File: src/rtl/score_keeper.sv
// score_keeper
//   Running four-digit BCD game score plus session high score, and the
//   IDLE -> PLAY -> OVER game sequencer. On a crash the larger of score and
//   high score is kept in the high-score register. A record flag marks a
//   game that ended with a strictly higher score.
//
//   Optional feature macro: SCORE_KEEPER_BLINK_EN
//     defined   : new_record blinks with a half-period of BLINK_CYCLES clocks
//                 while in OVER after a record.
//     undefined : new_record is a steady level; no blink counter exists.
//
// Ports
//   clk                      system clock, rising edge
//   reset                    synchronous active-high reset (clears hi too)
//   start, point, crash      single-cycle game event pulses
//   clr_hi                   single-cycle pulse clearing the high score
//   score0..score3           current score BCD digits (ones .. thousands)
//   hi0..hi3                 high-score BCD digits (ones .. thousands)
//   state                    2'b00 IDLE, 2'b01 PLAY, 2'b10 OVER
//   new_record               game just ended with a strictly higher score
module score_keeper #(
  parameter int BLINK_CYCLES = 25_000_000
) (
  input  logic       clk,
  input  logic       reset,
  input  logic       start,
  input  logic       point,
  input  logic       crash,
  input  logic       clr_hi,
  output logic [3:0] score0,
  output logic [3:0] score1,
  output logic [3:0] score2,
  output logic [3:0] score3,
  output logic [3:0] hi0,
  output logic [3:0] hi1,
  output logic [3:0] hi2,
  output logic [3:0] hi3,
  output logic [1:0] state,
  output logic       new_record
);

  typedef enum logic [1:0] {
    ST_IDLE = 2'b00,
    ST_PLAY = 2'b01,
    ST_OVER = 2'b10
  } state_t;

  state_t      state_r, state_s;
  logic [15:0] score_r, score_s;   // packed BCD, thousands in [15:12]
  logic [15:0] hi_r, hi_s;
  logic        record_r, record_s;

  // BCD increment that saturates at 9999.
  function automatic logic [15:0] bcd_inc(input logic [15:0] v);
    logic [15:0] r;
    logic        carry;
    r     = v;
    carry = 1'b1;
    if (v == 16'h9999) begin
      r = v;
    end else begin
      for (int i = 0; i < 4; i++) begin
        if (carry) begin
          if (v[i*4 +: 4] == 4'd9) begin
            r[i*4 +: 4] = 4'd0;
            carry       = 1'b1;
          end else begin
            r[i*4 +: 4] = v[i*4 +: 4] + 4'd1;
            carry       = 1'b0;
          end
        end else begin
          r[i*4 +: 4] = v[i*4 +: 4];
        end
      end
    end
    return r;
  endfunction

  // Packed BCD with thousands in the MSBs orders exactly like the decimal
  // value, so a plain unsigned compare is the digit-wise comparison.
  function automatic logic bcd_gt(input logic [15:0] a, input logic [15:0] b);
    return a > b;
  endfunction

  if (BLINK_CYCLES < 1) begin : g_bad_blink_cycles
    $error("score_keeper: BLINK_CYCLES must be at least 1");
  end

  // Next-state, score, high-score and record-flag logic.
  always_comb begin
    state_s  = state_r;
    score_s  = score_r;
    hi_s     = hi_r;
    record_s = record_r;
    case (state_r)
      ST_IDLE: begin
        if (start) begin
          state_s  = ST_PLAY;
          score_s  = 16'h0000;
          record_s = 1'b0;
        end else begin
          state_s  = ST_IDLE;
        end
      end
      ST_PLAY: begin
        // crash beats a simultaneous point; compare uses the pre-edge score
        if (crash) begin
          state_s = ST_OVER;
          if (bcd_gt(score_r, hi_r)) begin
            hi_s     = score_r;
            record_s = 1'b1;
          end else begin
            record_s = 1'b0;
          end
        end else if (point) begin
          score_s = bcd_inc(score_r);
        end else begin
          score_s = score_r;
        end
      end
      ST_OVER: begin
        if (start) begin
          state_s  = ST_PLAY;
          score_s  = 16'h0000;
          record_s = 1'b0;
        end else begin
          state_s  = ST_OVER;
        end
      end
      default: begin
        state_s  = ST_IDLE;
        score_s  = 16'h0000;
        record_s = 1'b0;
      end
    endcase
    // clearing the high score overrides any crash update on the same edge
    if (clr_hi) begin
      hi_s     = 16'h0000;
      record_s = 1'b0;
    end else begin
      hi_s     = hi_s;
    end
  end

  // State, score, high-score and record-flag registers.
  always_ff @(posedge clk) begin
    if (reset) begin
      state_r  <= ST_IDLE;
      score_r  <= 16'h0000;
      hi_r     <= 16'h0000;
      record_r <= 1'b0;
    end else begin
      state_r  <= state_s;
      score_r  <= score_s;
      hi_r     <= hi_s;
      record_r <= record_s;
    end
  end

`ifdef SCORE_KEEPER_BLINK_EN
  localparam int CNT_W = (BLINK_CYCLES > 1) ? $clog2(BLINK_CYCLES) : 1;
  localparam logic [CNT_W-1:0] CNT_LAST = CNT_W'(BLINK_CYCLES - 1);

  logic [CNT_W-1:0] blink_cnt_r;
  logic             blink_r;

  // Blink generator: restarts high on the edge entering OVER with a record,
  // then toggles every BLINK_CYCLES clocks; forced low otherwise.
  always_ff @(posedge clk) begin
    if (reset) begin
      blink_cnt_r <= {CNT_W{1'b0}};
      blink_r     <= 1'b0;
    end else if (record_s && (state_s == ST_OVER) && (state_r != ST_OVER)) begin
      blink_cnt_r <= {CNT_W{1'b0}};
      blink_r     <= 1'b1;
    end else if (record_s && (state_s == ST_OVER)) begin
      if (blink_cnt_r == CNT_LAST) begin
        blink_cnt_r <= {CNT_W{1'b0}};
        blink_r     <= ~blink_r;
      end else begin
        blink_cnt_r <= blink_cnt_r + CNT_W'(1);
        blink_r     <= blink_r;
      end
    end else begin
      blink_cnt_r <= {CNT_W{1'b0}};
      blink_r     <= 1'b0;
    end
  end

  assign new_record = blink_r;
`else
  assign new_record = record_r;
`endif

  assign score0 = score_r[3:0];
  assign score1 = score_r[7:4];
  assign score2 = score_r[11:8];
  assign score3 = score_r[15:12];
  assign hi0    = hi_r[3:0];
  assign hi1    = hi_r[7:4];
  assign hi2    = hi_r[11:8];
  assign hi3    = hi_r[15:12];
  assign state  = state_r;

endmodule

File: config.mk
export PLATFORM = sky130hd
export DESIGN_NAME = score_keeper
export DESIGN_NICKNAME = d
export VERILOG_FILES = /design/src/rtl/score_keeper.sv
export SDC_FILE = /design/constraint.sdc
export NUM_CORES = 1
export LEC_CHECK = 0
export ABC_CLOCK_PERIOD_IN_PS = 4500
export CORE_UTILIZATION = 35
export CTS_CLUSTER_DIAMETER = 50
export DETAILED_ROUTE_END_ITERATION = 8
export PLACE_DENSITY_LB_ADDON = 0.25
export SLEW_MARGIN = 0
export SYNTH_ARGS = -nofsm -noshare
export SYNTH_HDL_FRONTEND = slang
export SYNTH_SLANG_ARGS = --single-unit
export TNS_END_PERCENT = 30
File: constraint.sdc
create_clock -name clk -period 4.5 [get_ports clk]
set_input_delay 0.9 -clock clk [delete_from_list [all_inputs] [get_ports clk]]
set_output_delay 0.9 -clock clk [all_outputs]
set_load 0.01 [all_outputs]
==> flow_results.org <==
** Worst setup path
- STA classifies the critical path endpoint as a register.
- The worst setup path is launched from a register.
- The setup path with the least slack is of type register to register.
- CP max FO :: 17
- At the worst endpoint, the required time is 4.73 ns.
- STA puts the critical path data arrival time at 3.47 ns.

** Logic synthesis
- After synthesis, flip-flops and latches occupy 32.0% of the total area.
- The largest total area in the synthesized netlist belongs to sky130_fd_sc_hd__dfxtp_1.
- For this run, the number of Yosys warnings is 0.
- The commonest cells after synthesis are sky130_fd_sc_hd__dfxtp_1, sky130_fd_sc_hd__ha_1, sky130_fd_sc_hd__inv_1, sky130_fd_sc_hd__a21oi_1, sky130_fd_sc_hd__nor2_1.
- Synthesis handed over a netlist of 242 instances.
- Number of distinct standard cells referenced by the synthesized netlist :: 46
- By area the synthesized netlist is led by sky130_fd_sc_hd__dfxtp_1, sky130_fd_sc_hd__ha_1, sky130_fd_sc_hd__o31ai_2.
- Post-synthesis register bit count :: 35
- Area share of the leading cell type in the synthesized netlist :: 32.0%
- Post-Synthesis Net Count :: 272
- Synthesized area divided by synthesized cell count :: 9.06 sq um
- Netlist area before placement :: 0.00219 sq mm
- EDFF count, synth :: 0
- Counting flops with an async set or reset pin after synthesis yields a share of 0%.
- The most common cell in the synthesized netlist is sky130_fd_sc_hd__dfxtp_1.
- For this run, the leading register cell type out of synthesis is sky130_fd_sc_hd__dfxtp_1.

** Run status
- The flow ran to the end, and the final reports show no timing, DRC or antenna violations.

** Clock network
- Clock tree synthesis inserted a total of 5 buffers.
- Clock tree sinks :: 35
- Post-cts gate resize count :: 0
- Clock tree synthesis selected as its root buffer the cell sky130_fd_sc_hd__clkbuf_8.
- Worst-skew pair later-pin latency :: 0.30 ns
- Maximum level of the CTS H-tree :: 2
- The number of setup buffers added after CTS is 0.
- Clock-pin slew was measured on the worst setup and hold paths at 0.08 ns.
- Post-cts hold buffer count :: 0
- TritonCTS built the clock tree.
- Maximum clock insertion buffer count :: 2

** Place
- During placement, the flow inserted port buffers numbering 40.
- Placed wire-length estimate after detailed placement :: 3.69 mm
- Pre-CTS setup slack :: 1.23 ns
- Gpl congestion :: 0.747

** Timing
- Slew Limit Headroom :: 35.9%
- For the finished layout, the period the worst path requires is 3.25 ns.
- Clock skew on the completed layout was measured at 0.00743 ns.
- Hold violation total from the final report :: 0
- Final setup violating endpoints :: 0
- TNS Setup :: 0 ns
- Final Worst Setup Slack :: 1.25 ns
- Achievable clock frequency :: 308 MHz
- Setup repair after global routing left no endpoint under its margin.
- Dividing the final minimum period by the clock period gives 72.1%.
- Worst-margin pin slew :: 0.961 ns
- Number of pins with negative max-slew slack in the final report :: 0

** Die
- In this run the horizontal extent of the chip is 81.1 um.
- For this configuration, the core starts out at a cell density of 36.6%.
- Total Die Area :: 0.00658 sq mm
- Core area :: 0.00599 sq mm
- Number of cell rows :: 28
- From bottom edge to top edge, the die measures 81.1 um.
- 41 I/O pins were placed.

** Route
- The first routing iteration left 86 violations.
- Mean number of vias per cell :: 5.47
- Post-DR wirelength/cell :: 14.6 um
- The routed layout has 1,941 vias.
- DR DRC count :: 0
- The count of nets left with antenna violations once routing finished came out at 0.
- After detailed routing, the wire length on met1 is 2.55 mm.
- After detailed routing, no signal wire sits above met4.
- Wire length reported by the detailed router :: 5.19 mm
- Detailed routing placed a total of 2.32 mm of wire on met2.
- After detailed routing, the met3 layer carries 252 um of wire.
- Drt pass-1 iters :: 4

** Final layout
- Number of inserted diodes :: 0
- Utilization of the core after routing :: 46.2%
- Synth-to-layout area growth :: 26.1%
- Filler cells :: 586
- In the final design database the tool counted 309 nets.
- In the final layout, the share of cells above drive strength 1 is 10.0%.

** Job
- The tool flagged a number of max-cap violations equal to 0.

** Pwr
- Power spread over the standard cell area amounts to 282 mW/mm^2.
- VDD IR-drop max :: 155 uV
- Leakage Power :: 0.978 nW

** Global routing
- Entering global routing, the biggest net connects 18 pins.
- The number of global-route vias before repair is 1,764.
- Global routing finished with a remaining overflow of 0.
- GRT Util Overall :: 17.4%
- The first global-routing pass estimated 8.59 mm of wire.
- The number of antenna violations at the first check in global routing is 0.

** Hold path
- Type of the tightest min-delay check :: register to register
[path summary, 6_finish.rpt]
path / slack (ns) / startpoint / cells after the start / endpoint
max: 1.25 / score_r[14] / 6 / hi_r[0]
min: 0.49 / hi_r[0] / 2 / hi_r[0]
max reg2reg: 1.25 / score_r[14] / 6 / hi_r[0]
min reg2reg: 0.49 / hi_r[0] / 2 / hi_r[0]
[stage by stage]
step / cell area, sq um / total power, W / std cells / hold slack (ns)
5_1_grt: 2770 / 0.000812 / 355 / 0.532
4_1_cts: 2770 / 0.000788 / 355 / 0.494
6_report: 2770 / 0.000780 / 355 / 0.491
3_3_place_gp: 2630 / 0.000438 / 347 / 0.477
2_1_floorplan: 2190 / 0.000406 / 242 / 0.494
3_5_place_dp: 2630 / 0.000440 / 347 / 0.476
[state kept, by name, indices dropped and copies added (netlist names)]
register    flops
hi_r           16
score_r        16
state           2
new_record      1
[cells in the final DEF (no fill, tap or decap), types with 2 or more instances in the layout]
master                            synthesis  routed
sky130_fd_sc_hd__and2_1                   3       3
sky130_fd_sc_hd__xnor2_1                  5       5
sky130_fd_sc_hd__clkbuf_8                 0       5
sky130_fd_sc_hd__nand2b_1                 2       2
sky130_fd_sc_hd__dfxtp_1                 35      35
sky130_fd_sc_hd__nor3_1                   4       4
sky130_fd_sc_hd__or4_1                    2       2
sky130_fd_sc_hd__a21oi_1                 17      17
sky130_fd_sc_hd__a31oi_1                  2       2
sky130_fd_sc_hd__nor2b_1                  3       3
sky130_fd_sc_hd__nand2_1                  9       9
sky130_fd_sc_hd__a211oi_1                 2       2
sky130_fd_sc_hd__inv_1                   24      24
sky130_fd_sc_hd__a21o_1                   4       4
sky130_fd_sc_hd__nand3_1                  7       7
sky130_fd_sc_hd__clkdlybuf4s50_1          0      40
sky130_fd_sc_hd__mux2i_1                  2       2
sky130_fd_sc_hd__nor2_1                  17      17
sky130_fd_sc_hd__o311ai_0                15      15
sky130_fd_sc_hd__o21a_1                   2       2
sky130_fd_sc_hd__nand3b_1                 4       4
sky130_fd_sc_hd__o21ai_0                  6       6
sky130_fd_sc_hd__o31ai_2                 11      11
sky130_fd_sc_hd__nand4_1                  2       2
sky130_fd_sc_hd__a2111oi_0                2       2
sky130_fd_sc_hd__ha_1                    24      24
sky130_fd_sc_hd__a311oi_1                 2       2
sky130_fd_sc_hd__buf_4                    0       3
sky130_fd_sc_hd__o31ai_1                  6       6
sky130_fd_sc_hd__bufinv_16                0       2
sky130_fd_sc_hd__nor4_2                   2       2
[kinds of logic (layout without fill, tap and decap cells)]
| group | Yosys count | in the layout | synth area share [%] |
|---|---|---|---|
| compound gates | 77 | 77 | 28.2 |
| simple gates | 62 | 62 | 15.5 |
| buf+inv | 37 | 75 | 7.76 |
| flops | 35 | 35 | 32.0 |
| fa+ha+maj | 24 | 24 | 13.7 |
| xor+xnor | 5 | 5 | 2.00 |
| mux | 2 | 2 | 0.913 |
[layer usage]
layer	GRT usage, %	up-vias
met5	0	-
li1	-	974
met3	4.27	6
met1	23.6	917
met2	26.5	44
met4	6.25	0
[power by group]
group	switching (W)	internal, W	total, W
Sequential	0.00000976	0.000315	0.000325
Combinational	0.0000685	0.0000403	0.000109
Clock	0.000125	0.000221	0.000346
Total	0.000203	0.000576	0.000780
[layout make-up]
| type | instances | area (sq um) | area share (%) |
|---|---|---|---|
| multi-input combinational | 170 | 1320 | 47.8 |
| sequential | 35 | 701 | 25.3 |
| inverter | 24 | 90.1 | 3.26 |
| tap | 75 | 93.8 | 3.39 |
| timing repair buffer | 43 | 423 | 15.3 |
| clock buffer | 5 | 68.8 | 2.49 |
| clock inverter | 3 | 67.6 | 2.44 |
[worst max-delay path, stage by stage, from the launching register on]
cell and delay [ns]:
sky130_fd_sc_hd__dfxtp_1 0.41, sky130_fd_sc_hd__ha_1 0.34, sky130_fd_sc_hd__nand4_1 0.18, sky130_fd_sc_hd__nor4_2 0.48, sky130_fd_sc_hd__a21boi_2 0.64, sky130_fd_sc_hd__o31a_1 0.86, sky130_fd_sc_hd__mux2i_1 0.26
Power figures use the tool's default switching activity.
